[src/rtl/serial_sub32_pkg.sv]
// Shared definitions for the serial arithmetic blocks: state encoding,
// default geometry and counter sizing.
package serial_sub32_pkg;

    localparam int unsigned WIDTH_DEF   = 32;
    localparam int unsigned DIGIT_W_DEF = 4;

    typedef enum logic [1:0] {
        IDLE = 2'd0,
        CALC = 2'd1,
        DONE = 2'd2
    } state_e;

    // Counter must be at least one bit wide even for a single-digit operation.
    function automatic int unsigned cnt_width(input int unsigned n);
        return (n > 1) ? $clog2(n) : 1;
    endfunction

endpackage

[src/rtl/serial_sub32_sub_digit.sv]
// One DIGIT_W-bit slice of the subtractor: {bout, d} = a - b - bin.
module sub_digit #(
    parameter int unsigned DIGIT_W = 4
) (
    input  logic [DIGIT_W-1:0] a_i,
    input  logic [DIGIT_W-1:0] b_i,
    input  logic               bin_i,
    output logic [DIGIT_W-1:0] d_o,
    output logic               bout_o
);

    logic [DIGIT_W:0] full;

    assign full   = {1'b0, a_i} - {1'b0, b_i} - {{DIGIT_W{1'b0}}, bin_i};
    assign d_o    = full[DIGIT_W-1:0];
    assign bout_o = full[DIGIT_W];

endmodule

[src/rtl/serial_sub32.sv]
// Multi-cycle subtractor: a - b - bin computed DIGIT_W bits per clock with
// the borrow carried between cycles in a register; valid/ready on both sides.
module serial_sub32
    import serial_sub32_pkg::*;
#(
    parameter int unsigned WIDTH   = WIDTH_DEF,
    parameter int unsigned DIGIT_W = DIGIT_W_DEF
) (
    input  logic             clk,
    input  logic             rst_n,
    input  logic             in_valid_i,
    output logic             in_ready_o,
    input  logic [WIDTH-1:0] a_i,
    input  logic [WIDTH-1:0] b_i,
    input  logic             bin_i,
    output logic             out_valid_o,
    input  logic             out_ready_i,
    output logic [WIDTH-1:0] diff_o,
    output logic             bout_o,
    output logic             zero_o,
    output logic             ovf_o
);

    localparam int unsigned N     = WIDTH / DIGIT_W;
    localparam int unsigned CNT_W = cnt_width(N);

    if (WIDTH % DIGIT_W != 0) begin : g_width_check
        $error("serial_sub32: WIDTH must be a multiple of DIGIT_W");
    end

    state_e             state_q, state_d;
    logic [WIDTH-1:0]   a_sh_q, a_sh_d;
    logic [WIDTH-1:0]   b_sh_q, b_sh_d;
    logic [WIDTH-1:0]   res_q, res_d;
    logic [CNT_W-1:0]   cnt_q, cnt_d;
    logic               borrow_q, borrow_d;
    logic               a_msb_q, a_msb_d;
    logic               b_msb_q, b_msb_d;
    logic [WIDTH-1:0]   diff_q, diff_d;
    logic               bout_q, bout_d;
    logic               zero_q, zero_d;
    logic               ovf_q, ovf_d;

    logic [DIGIT_W-1:0] dig_d;
    logic               dig_bout;
    logic [WIDTH-1:0]   res_shift;

    sub_digit #(.DIGIT_W(DIGIT_W)) u_sub_digit (
        .a_i    (a_sh_q[DIGIT_W-1:0]),
        .b_i    (b_sh_q[DIGIT_W-1:0]),
        .bin_i  (borrow_q),
        .d_o    (dig_d),
        .bout_o (dig_bout)
    );

    // New digit enters at the MSB end so the result is aligned after N shifts.
    assign res_shift = (res_q >> DIGIT_W) | (WIDTH'(dig_d) << (WIDTH - DIGIT_W));

    always_comb begin
        state_d  = state_q;
        a_sh_d   = a_sh_q;
        b_sh_d   = b_sh_q;
        res_d    = res_q;
        cnt_d    = cnt_q;
        borrow_d = borrow_q;
        a_msb_d  = a_msb_q;
        b_msb_d  = b_msb_q;
        diff_d   = diff_q;
        bout_d   = bout_q;
        zero_d   = zero_q;
        ovf_d    = ovf_q;

        case (state_q)
            IDLE: begin
                if (in_valid_i) begin
                    a_sh_d   = a_i;
                    b_sh_d   = b_i;
                    borrow_d = bin_i;
                    a_msb_d  = a_i[WIDTH-1];
                    b_msb_d  = b_i[WIDTH-1];
                    res_d    = '0;
                    cnt_d    = '0;
                    state_d  = CALC;
                end
            end
            CALC: begin
                a_sh_d   = a_sh_q >> DIGIT_W;
                b_sh_d   = b_sh_q >> DIGIT_W;
                res_d    = res_shift;
                borrow_d = dig_bout;
                cnt_d    = cnt_q + CNT_W'(1);
                if (cnt_q == CNT_W'(N - 1)) begin
                    state_d = DONE;
                    diff_d  = res_shift;
                    bout_d  = dig_bout;
                    zero_d  = (res_shift == '0);
                    ovf_d   = (a_msb_q ^ b_msb_q) & (res_shift[WIDTH-1] ^ a_msb_q);
                end
            end
            DONE: begin
                if (out_ready_i) begin
                    state_d = IDLE;
                end
            end
            default: state_d = IDLE;
        endcase
    end

    always_ff @(posedge clk or negedge rst_n) begin
        if (!rst_n) begin
            state_q  <= IDLE;
            a_sh_q   <= '0;
            b_sh_q   <= '0;
            res_q    <= '0;
            cnt_q    <= '0;
            borrow_q <= 1'b0;
            a_msb_q  <= 1'b0;
            b_msb_q  <= 1'b0;
            diff_q   <= '0;
            bout_q   <= 1'b0;
            zero_q   <= 1'b0;
            ovf_q    <= 1'b0;
        end else begin
            state_q  <= state_d;
            a_sh_q   <= a_sh_d;
            b_sh_q   <= b_sh_d;
            res_q    <= res_d;
            cnt_q    <= cnt_d;
            borrow_q <= borrow_d;
            a_msb_q  <= a_msb_d;
            b_msb_q  <= b_msb_d;
            diff_q   <= diff_d;
            bout_q   <= bout_d;
            zero_q   <= zero_d;
            ovf_q    <= ovf_d;
        end
    end

    assign in_ready_o  = (state_q == IDLE);
    assign out_valid_o = (state_q == DONE);
    assign diff_o      = diff_q;
    assign bout_o      = bout_q;
    assign zero_o      = zero_q;
    assign ovf_o       = ovf_q;

endmodule
[config.mk]
export PLATFORM = sky130hd
export DESIGN_NAME = serial_sub32
export DESIGN_NICKNAME = d
export VERILOG_FILES = /design/src/rtl/serial_sub32_pkg.sv /design/src/rtl/serial_sub32_sub_digit.sv /design/src/rtl/serial_sub32.sv
export SDC_FILE = /design/constraint.sdc
export NUM_CORES = 1
export LEC_CHECK = 0
export ABC_AREA = 1
export ABC_CLOCK_PERIOD_IN_PS = 2250
export BUFFER_PORTS_ARGS = -buffer_cell sky130_fd_sc_hd__clkbuf_2
export CELL_PAD_IN_SITES_DETAIL_PLACEMENT = 1
export CELL_PAD_IN_SITES_GLOBAL_PLACEMENT = 1
export CORE_ASPECT_RATIO = 1.25
export CORE_UTILIZATION = 42
export CTS_CLUSTER_SIZE = 8
export DETAILED_ROUTE_END_ITERATION = 7
export PLACE_DENSITY_LB_ADDON = 0.1
export SYNTH_ARGS = -nofsm -noshare
export SYNTH_HDL_FRONTEND = slang
export SYNTH_SLANG_ARGS = --single-unit
[constraint.sdc]
create_clock -name clk -period 2.25 [get_ports clk]
set_input_delay 0.225 -clock clk [delete_from_list [all_inputs] [get_ports clk]]
set_output_delay 0.225 -clock clk [all_outputs]
set_load 0.1 [all_outputs]
; ---- After elaboration in Yosys (flattened, before gate mapping)
; Index checks and enable logic that the tools add are counted.
[totals]
regBits = 139
latchBits = 0
mem_bits_rw = 0
romBits = 0
out_inout_bits = 37
elab_cells = 46
mem_count = 0
[op_classes]
add_sub_neg = 3
mul = 0
div_mod_pow = 0
order_cmp = 0
eq_ne = 6
shifts = 0
muxes = 14
bitwise_logic = 4
reduce_logical = 7
[op_table]
columns = op, count
row1 = 32-bit one-hot mux with 2 select lines, 3
row2 = 32-bit 2-to-1 mux, 3
row3 = 32-bit zero test, 1
row4 = 28-bit by 32-bit bitwise OR with 32-bit output, 1
row5 = 2-bit 2-to-1 mux, 3
row6 = 2-bit one-hot mux with 3 select lines, 1
row7 = 3-bit one-hot mux with 2 select lines, 1
row8 = 2-bit AND reduction, 3
row9 = 4-bit by 4-bit subtractor with 5-bit output, 1
row10 = 5-bit by 1-bit subtractor with 5-bit output, 1
row11 = "2-bit inequality test, second input constant", 2
row12 = "3-bit by 1-bit adder with 3-bit output, second input constant", 1
row13 = "3-bit == test, second input constant", 1
row14 = 3-bit 2-to-1 mux, 1
row15 = 3-bit AND reduction, 1
row16 = "2-bit by 1-bit == test with 1-bit output, second input constant", 1
row17 = "2-bit == test, second input constant", 1
row18 = 2-bit zero test, 1
row19 = "2-bit by 1-bit inequality test with 1-bit output, second input constant", 1
row20 = 1-bit one-hot mux with 2 select lines, 1
row21 = 2-bit nonzero test, 1
row22 = 1-bit bitwise XOR, 2
row23 = 1-bit AND, 1
row24 = 1-bit 2-to-1 mux, 1

; ---- Logic depth before layout (Yosys ltp)
; Gate-level depths: netlist (run 1).
[depth]
ltp_word = 5
ltp_mapped = 11
ltp_nobuf = 11

; ---- Hierarchy
; Synthesis (run 1) repeated with hierarchy kept, for this count alone.
[hier_totals]
hier_cells = 713
area_unflattened_um2 = 6397.4
[by_module_without_submodules]
columns = module, instances, cells_each, area_each_um2, seq_area_each_um2
row1 = serial_sub32, 1, 677, 6147.1, 3378.2
row2 = sub_digit, 1, 36, 250.2, 0.0

; ---- Worst setup path before layout (run 1)
; No wires, ideal clock.
[synth_path]
kind = flip-flop to flip-flop
from = reg state_q[0]
to = reg b_sh_q[12]
setup_ns = 0.087
arrival_ns = 2.081
slack_ns = 0.082
path_stages_with_launch = 8
n_path_buf = 2
path_cell_list = dfrtp_1 > nor2_2 > nand2_2 > nand2_2 > inv_2 > buf_4 > buf_6 > a211oi_2
[synth_via]
elab_chain_len = 3
elab_cells_between_ends = 6
[synth_rtl]
columns = item, line
row1 = from (decl), serial_sub32.sv:31  ; state_e state_q, state_d;
row2 = from (signal assigned), serial_sub32.sv:124  ; state_q <= state_d;
row3 = 2-bit zero test *, n/a
row4 = named net in_ready_o, serial_sub32.sv:12  ; output logic in_ready_o,
row5 = 2-bit inequality test (no source line) / 2-bit nonzero test (equally long branches), n/a
row6 = 2-bit AND reduction (no source line), n/a
row7 = to (signal assigned), serial_sub32.sv:126  ; b_sh_q <= b_sh_d;
row8 = to (decl), serial_sub32.sv:33  ; logic [WIDTH-1:0] b_sh_q, b_sh_d;
; Mark *: on every way through the listed nets, which the timed path passes. The rest lies on a longest branch.
; A chain may end at the register's enable or synchronous reset.

; ---- Worst setup path after layout (run 1)
[layout_path]
from = reg a_sh_q[0]
to = reg ovf_q (netlist: ovf_o)
[layout_via]
elab_chain_len = 5
[layout_rtl]
columns = item, line
row1 = from (decl), serial_sub32.sv:32  ; logic [WIDTH-1:0] a_sh_q, a_sh_d;
row2 = from (signal assigned), serial_sub32.sv:125  ; a_sh_q <= a_sh_d;
row3 = 4-bit by 4-bit subtractor with 5-bit output, serial_sub32_sub_digit.sv:14  ; assign full = {1'b0, a_i} - {1'b0, b_i} - {{DIGIT_W{1'b0}}, bin_i};
row4 = 5-bit by 1-bit subtractor with 5-bit output, serial_sub32_sub_digit.sv:14
row5 = 28-bit by 32-bit bitwise OR with 32-bit output, serial_sub32.sv:57  ; assign res_shift = (res_q >> DIGIT_W) | (WIDTH'(dig_d) << (WIDTH - DIGIT_W));
row6 = 1-bit bitwise XOR, serial_sub32.sv:97  ; ovf_d = (a_msb_q ^ b_msb_q) & (res_shift[WIDTH-1] ^ a_msb_q);
row7 = 1-bit AND, serial_sub32.sv:97
row8 = to (signal assigned), serial_sub32.sv:135  ; ovf_q <= ovf_d;
row9 = to (decl), serial_sub32.sv:42  ; logic ovf_q, ovf_d;
; Every way passes these cells.

==> flow_summary.json, run 1 <==
{
  "grt_pass1_wl_mm": 26.7,
  "reg2reg_from": "a_sh_q[0]",
  "muxShareOfSynthArea_pct": 0,
  "synth_compound_area_share_pct": 13.6,
  "syn_inst": 676,
  "crit_family": "adder cells",
  "seq_area_frac_synth_pct": 56.4,
  "synth_seq_cells": 135,
  "worstHoldPathCells": 3,
  "finalCritPeriodShare_pct": 91.8,
  "synth_common_cells": "nand2_1, dfrtp_1, inv_1, o21ai_0, nor2_1",
  "n_antenna_cell": 0,
  "numPortBuffers": 105,
  "initial_utilization_pct": 43.2,
  "rrSetupSlack_ns": 0.18,
  "stdcell_area_um2": 7270,
  "rsz0062_at_grt": "no",
  "synth_ff_type": "dfrtp_1",
  "synthAdderAreaFrac_pct": 2.34,
  "critPathKind": "flip-flop to flip-flop",
  "min_from": "a_i[29]",
  "globalRoute.totalOverflow": 0,
  "dpl_cell_area_um2": 6670,
  "cts_max_level": 4,
  "timing.rr.end": "ovf_o",
  "cts.sinks": 135,
  "reg2regPathDepth": 9,
  "coreArea_um2": 13900,
  "cp_common_cell": "nand2_1",
  "synthArstFlopShare_pct": 100,
  "cts_resized": 0,
  "synth-xor-area-share_pct": 0.146,
  "synth.avg_cell_area_um2": 8.86,
  "clkTransAtPathRegs_ns": 0.06,
  "crit_chain": "fa_1 > inv_1 > ha_1 > o21ai_0 > nand2_1 > nand2_1 > nand3_1 > nand3_1 > nand2_1",
  "syn_to_final_growth_pct": 21.3,
  "slew_viol_final": 0,
  "place.gp.congestion": 0.812,
  "crit_slowest_cell": "fa_1",
  "die_h_um": 136,
  "timing.fmax_mhz": 484,
  "insertion_delay_ns": 0.41,
  "synth_most_common_cell": "nand2_1",
  "skew_ns": 0.0125,
  "cts_buffer_depth": 2,
  "tightest_slew_ns": 0.748,
  "final_nets": 853,
  "synth.top_cell.area_share_pct": 56.4,
  "grt_max_degree": 77,
  "cts_root_buf": "clkbuf_16",
  "die_w_um": 109,
  "period_minus_slack_ns": 2.07,
  "io_pins": 106,
  "maxCapViolCount": 0,
  "slew_headroom_pct": 50.1,
  "status": "complete, no violations",
  "viasPerCell": 5.06,
  "yosysWarnings": 0,
  "synth_top_family_by_area": "simple AND/OR/NAND/NOR gates",
  "setup.worst_path.start_class": "flip-flop",
  "arrival_ns": 2.36,
  "post_cts_buffers": 0,
  "dieArea_um2": 14800,
  "wl_mm": 15.9,
  "synth_area_leader_cell": "dfrtp_1",
  "end_kind": "flip-flop",
  "track_usage_pct": 23.7,
  "drt_iter0_drc": 195,
  "vias": 4865,
  "antenna_found_initial": 0,
  "min_to": "a_sh_q[29]",
  "cp.buffers_inverters": 1,
  "setup_viol": 0,
  "fill_cells": 1659,
  "cpPeakStageDelay_ns": 0.58,
  "drc_errors": 0,
  "finalHoldViolations": 0,
  "synth_area_um2": 5990,
  "finalSetupTns_ns": 0,
  "rows": 48,
  "grt_pass1_vias": 5311,
  "cts_inserted_buffers": 17,
  "drive_above_1_share_pct": 21.6,
  "syn-num-nets": 755,
  "dpl.hpwl_mm": 10.6,
  "hold-worst-slack_ns": 0.0188,
  "drt_pre_antenna_iters": 4,
  "hp-class": "input port to flip-flop",
  "required_ns": 2.55,
  "synthSimpleGateAreaFrac_pct": 19.3,
  "ys_types": 26,
  "avgRoutedWirePerCell_um": 16.5,
  "synth_edf_count": 0,
  "cts_tree": "yes",
  "crit_fanout": 3,
  "ys_top_cells_by_area": "dfrtp_1, nand2_1, o21ai_0",
  "final_antenna_net_count": 0
}
## layout make-up
| type | instances | area, um^2 | share of cell area, % |
|---|---|---|---|
| Inverter | 77 | 289 | 3.98 |
| Tap cell | 175 | 219 | 3.01 |
| Timing Repair Buffer | 118 | 669 | 9.21 |
| Clock inverter | 10 | 120 | 1.65 |
| Multi-Input combinational cell | 425 | 2130 | 29.3 |
| Clock buffer | 22 | 464 | 6.39 |
| Sequential cell | 135 | 3380 | 46.5 |
## timing repair
item | in CTS | in global routing
endpoints found under the hold margin | 42 | 0
setup endpoints to repair | 0 | 0
hold buffers | 1 | 0
## metrics by stage
stage               setup slack (ns)  utilization (%)  cells
floorplan                     0.0822                -    676
global placement               0.295             48.1    929
detailed placement             0.158             48.1    929
CTS                            0.186             52.4    962
global route                 0.00138             52.4    962
finish                         0.185             52.4    962
## tightest hold or removal path: stages
cell	delay [ns]
clkbuf_2	0.08
nand2_1	0.04
nand2_1	0.05
## worst max-delay path by stage
stage,slack (ns),depth (start not counted),end,start
CTS,0.19,9,ovf_o,a_sh_q[0]
floorplan,0.08,7,b_sh_q[12],state_q[0]
global placement,0.30,9,zero_o,a_sh_q[0]
global route,0.001,9,ovf_o,a_sh_q[0]
detailed placement,0.16,9,zero_o,a_sh_q[0]
finish,0.18,9,ovf_o,a_sh_q[0]
## state kept, by name, summed over array words and instances, names as in the netlist, 2 cells and up
| name | flops |
|---|---|
| diff_o | 32 |
| state_q | 2 |
| res_q | 28 |
| a_sh_q | 32 |
| b_sh_q | 32 |
| cnt_q | 3 |
## metal layers
metal  vias to the layer above  global-route usage [%]  part of all wire, %
met5                         -                       0                    0
met4                         0                    7.58                  1.7
met3                        21                    4.38                  2.9
met2                        83                    41.9                   52
met1                      2392                    28.8                   43
li1                       2369                       -                    -
## kinds of logic (layout without fill, tap and decap cells)
logic type	Yosys count	in the layout
buffers and inverters	116	227
adders and majority gates	10	10
and+or+nand+nor	289	289
DFF	135	135
xor gates and xnor gates	1	1
AOI/OAI and AO/OA	125	125
## layout by cell type (no fill, tap or decap), types with 8 or more instances in the layout
cell         n
inv_1       73
nand3_1      8
dfrtp_1    135
nor3_1      30
a211oi_2    14
nor2_1      52
o22ai_1     23
clkbuf_16   17
o21ai_0     66
buf_4        9
nand2_1    192
ha_1         8
clkbuf_2   104
a211oi_1    17
Power of run 1 is left out: the tool's default activity adds up to more than one toggle a clock period on the data nets, which glitch-free logic cannot reach.
==> inputs of run 2 (changes only) <==
CORE_ASPECT_RATIO = 0.7   (was 1.25)
CORE_UTILIZATION = 35   (was 42)
==> flow_summary.json, run 2 (synthesis gave the netlist of run 1 again) <==
{
  "status": "complete, no violations",
  "cts_max_level": 4,
  "vias": 4894,
  "final_antenna_net_count": 0,
  "timing.fmax_mhz": 487,
  "slew_headroom_pct": 62.1,
  "cts_tree": "yes",
  "most-common-layout-cells": "nand2_1, dfrtp_1, clkbuf_2",
  "fill_cells": 1940,
  "final_nets": 858,
  "crit_fanout": 3,
  "grt_pass1_wl_mm": 27.2,
  "io_pins": 106,
  "viasPerCell": 4.81,
  "place.gp.congestion": 0.759,
  "die_h_um": 111,
  "avgRoutedWirePerCell_um": 15.8,
  "antenna_found_initial": 0,
  "globalRoute.totalOverflow": 0,
  "rsz0062_at_grt": "no",
  "drive_above_1_share_pct": 21.8,
  "drt_iter0_drc": 258,
  "hp-class": "input port to flip-flop",
  "skew_ns": 0.00731,
  "finalCritPeriodShare_pct": 91.2,
  "post_cts_buffers": 0,
  "maxCapViolCount": 0,
  "dpl.hpwl_mm": 11.0,
  "insertion_delay_ns": 0.43,
  "coreArea_um2": 16500,
  "finalHoldViolations": 0,
  "required_ns": 2.56,
  "setup_viol": 0,
  "cts_inserted_buffers": 17,
  "tightest_slew_ns": 0.571,
  "track_usage_pct": 20.0,
  "cts.sinks": 135,
  "critPathKind": "flip-flop to flip-flop",
  "numPortBuffers": 105,
  "drc_errors": 0,
  "arrival_ns": 2.36,
  "clkTransAtPathRegs_ns": 0.06,
  "final_common_cell": "nand2_1",
  "slew_viol_final": 0,
  "finalSetupTns_ns": 0,
  "dieArea_um2": 17700,
  "grt_pass1_vias": 5232,
  "die_w_um": 158,
  "end_kind": "flip-flop",
  "syn_to_final_growth_pct": 25.3,
  "grt_max_degree": 57,
  "period_minus_slack_ns": 2.05,
  "setup.worst_path.start_class": "flip-flop",
  "drt_pre_antenna_iters": 4,
  "cts_root_buf": "clkbuf_16",
  "n_antenna_cell": 0,
  "wl_mm": 16.1,
  "cts_buffer_depth": 2,
  "rows": 39,
  "initial_utilization_pct": 36.2
}
## run 2: cell types whose count changed in the layout (fill, tap and decap cells not counted)
| cell | change |
|---|---|
| bufinv_16 | +4 |
| dlygate4sd3_1 | +4 |
| buf_12 | +3 |
| buf_4 | -2 |
| clkbuf_1 | -2 |
| inv_6 | -2 |
| o21ai_0 | -1 |
| o21ai_1 | +1 |
## run 2: layer usage
layer | vias to the layer above | wire, um | global-route usage, %
met4 | 0 | 230 | 7.31
met1 | 2414 | 8330 | 29.0
met2 | 86 | 6980 | 29.7
met3 | 14 | 569 | 3.89
met5 | - | 0 | 0
li1 | 2380 | - | -
## run 2: critical path, stage by stage (launching register included)
cell     delay (ns)
dfrtp_1        0.35
inv_1          0.11
fa_1           0.46
ha_1           0.30
xor2_1         0.40
nor3_1         0.12
nand3_1        0.12
nand2_1        0.07
## run 2: final cells by class
| type | count | area, um^2 | share of cell area, % |
|---|---|---|---|
| timing repair buffer | 123 | 754 | 10.0 |
| clock buffer | 20 | 457 | 6.08 |
| inverter | 77 | 289 | 3.85 |
| sequential | 135 | 3380 | 45.0 |
| tap | 225 | 282 | 3.75 |
| multi-input combinational | 425 | 2130 | 28.3 |
| clock inverter | 12 | 223 | 2.97 |
## run 2: worst paths after layout
check,startpoint,to,slack (ns),cells after the start
worst max-delay path,b_sh_q[0],zero_o,0.20,7
worst min-delay path,out_ready_i,state_q[1],0.02,2
worst max register to register,b_sh_q[0],zero_o,0.20,7
worst min register to register,a_sh_q[31],a_sh_q[31],0.47,2
max in group asynchronous,rst_n,b_sh_q[19],1.24,3
min in group asynchronous,rst_n,diff_o[25],0.32,2
## run 2: through the flow
stage	instances	setup WS [ns]	hold WS, ns	instance area (um^2)	util (%)
3_3_place_gp	980	0.219	0.207	6780	41.0
2_1_floorplan	676	0.0822	-0.0706	5990	-
6_report	1017	0.198	0.0187	7510	45.4
4_1_cts	1017	0.162	0.00599	7510	45.4
3_5_place_dp	980	0.199	0.216	6780	41.0
5_1_grt	1017	0.0604	0.0129	7510	45.4
## run 2: repair_timing
item	CTS	global route
setup endpoints to repair	0	2
hold buffers	5	0
resized for setup	0	1
hold endpoints to repair	53	0
Power of run 2 is left out for the same reason.
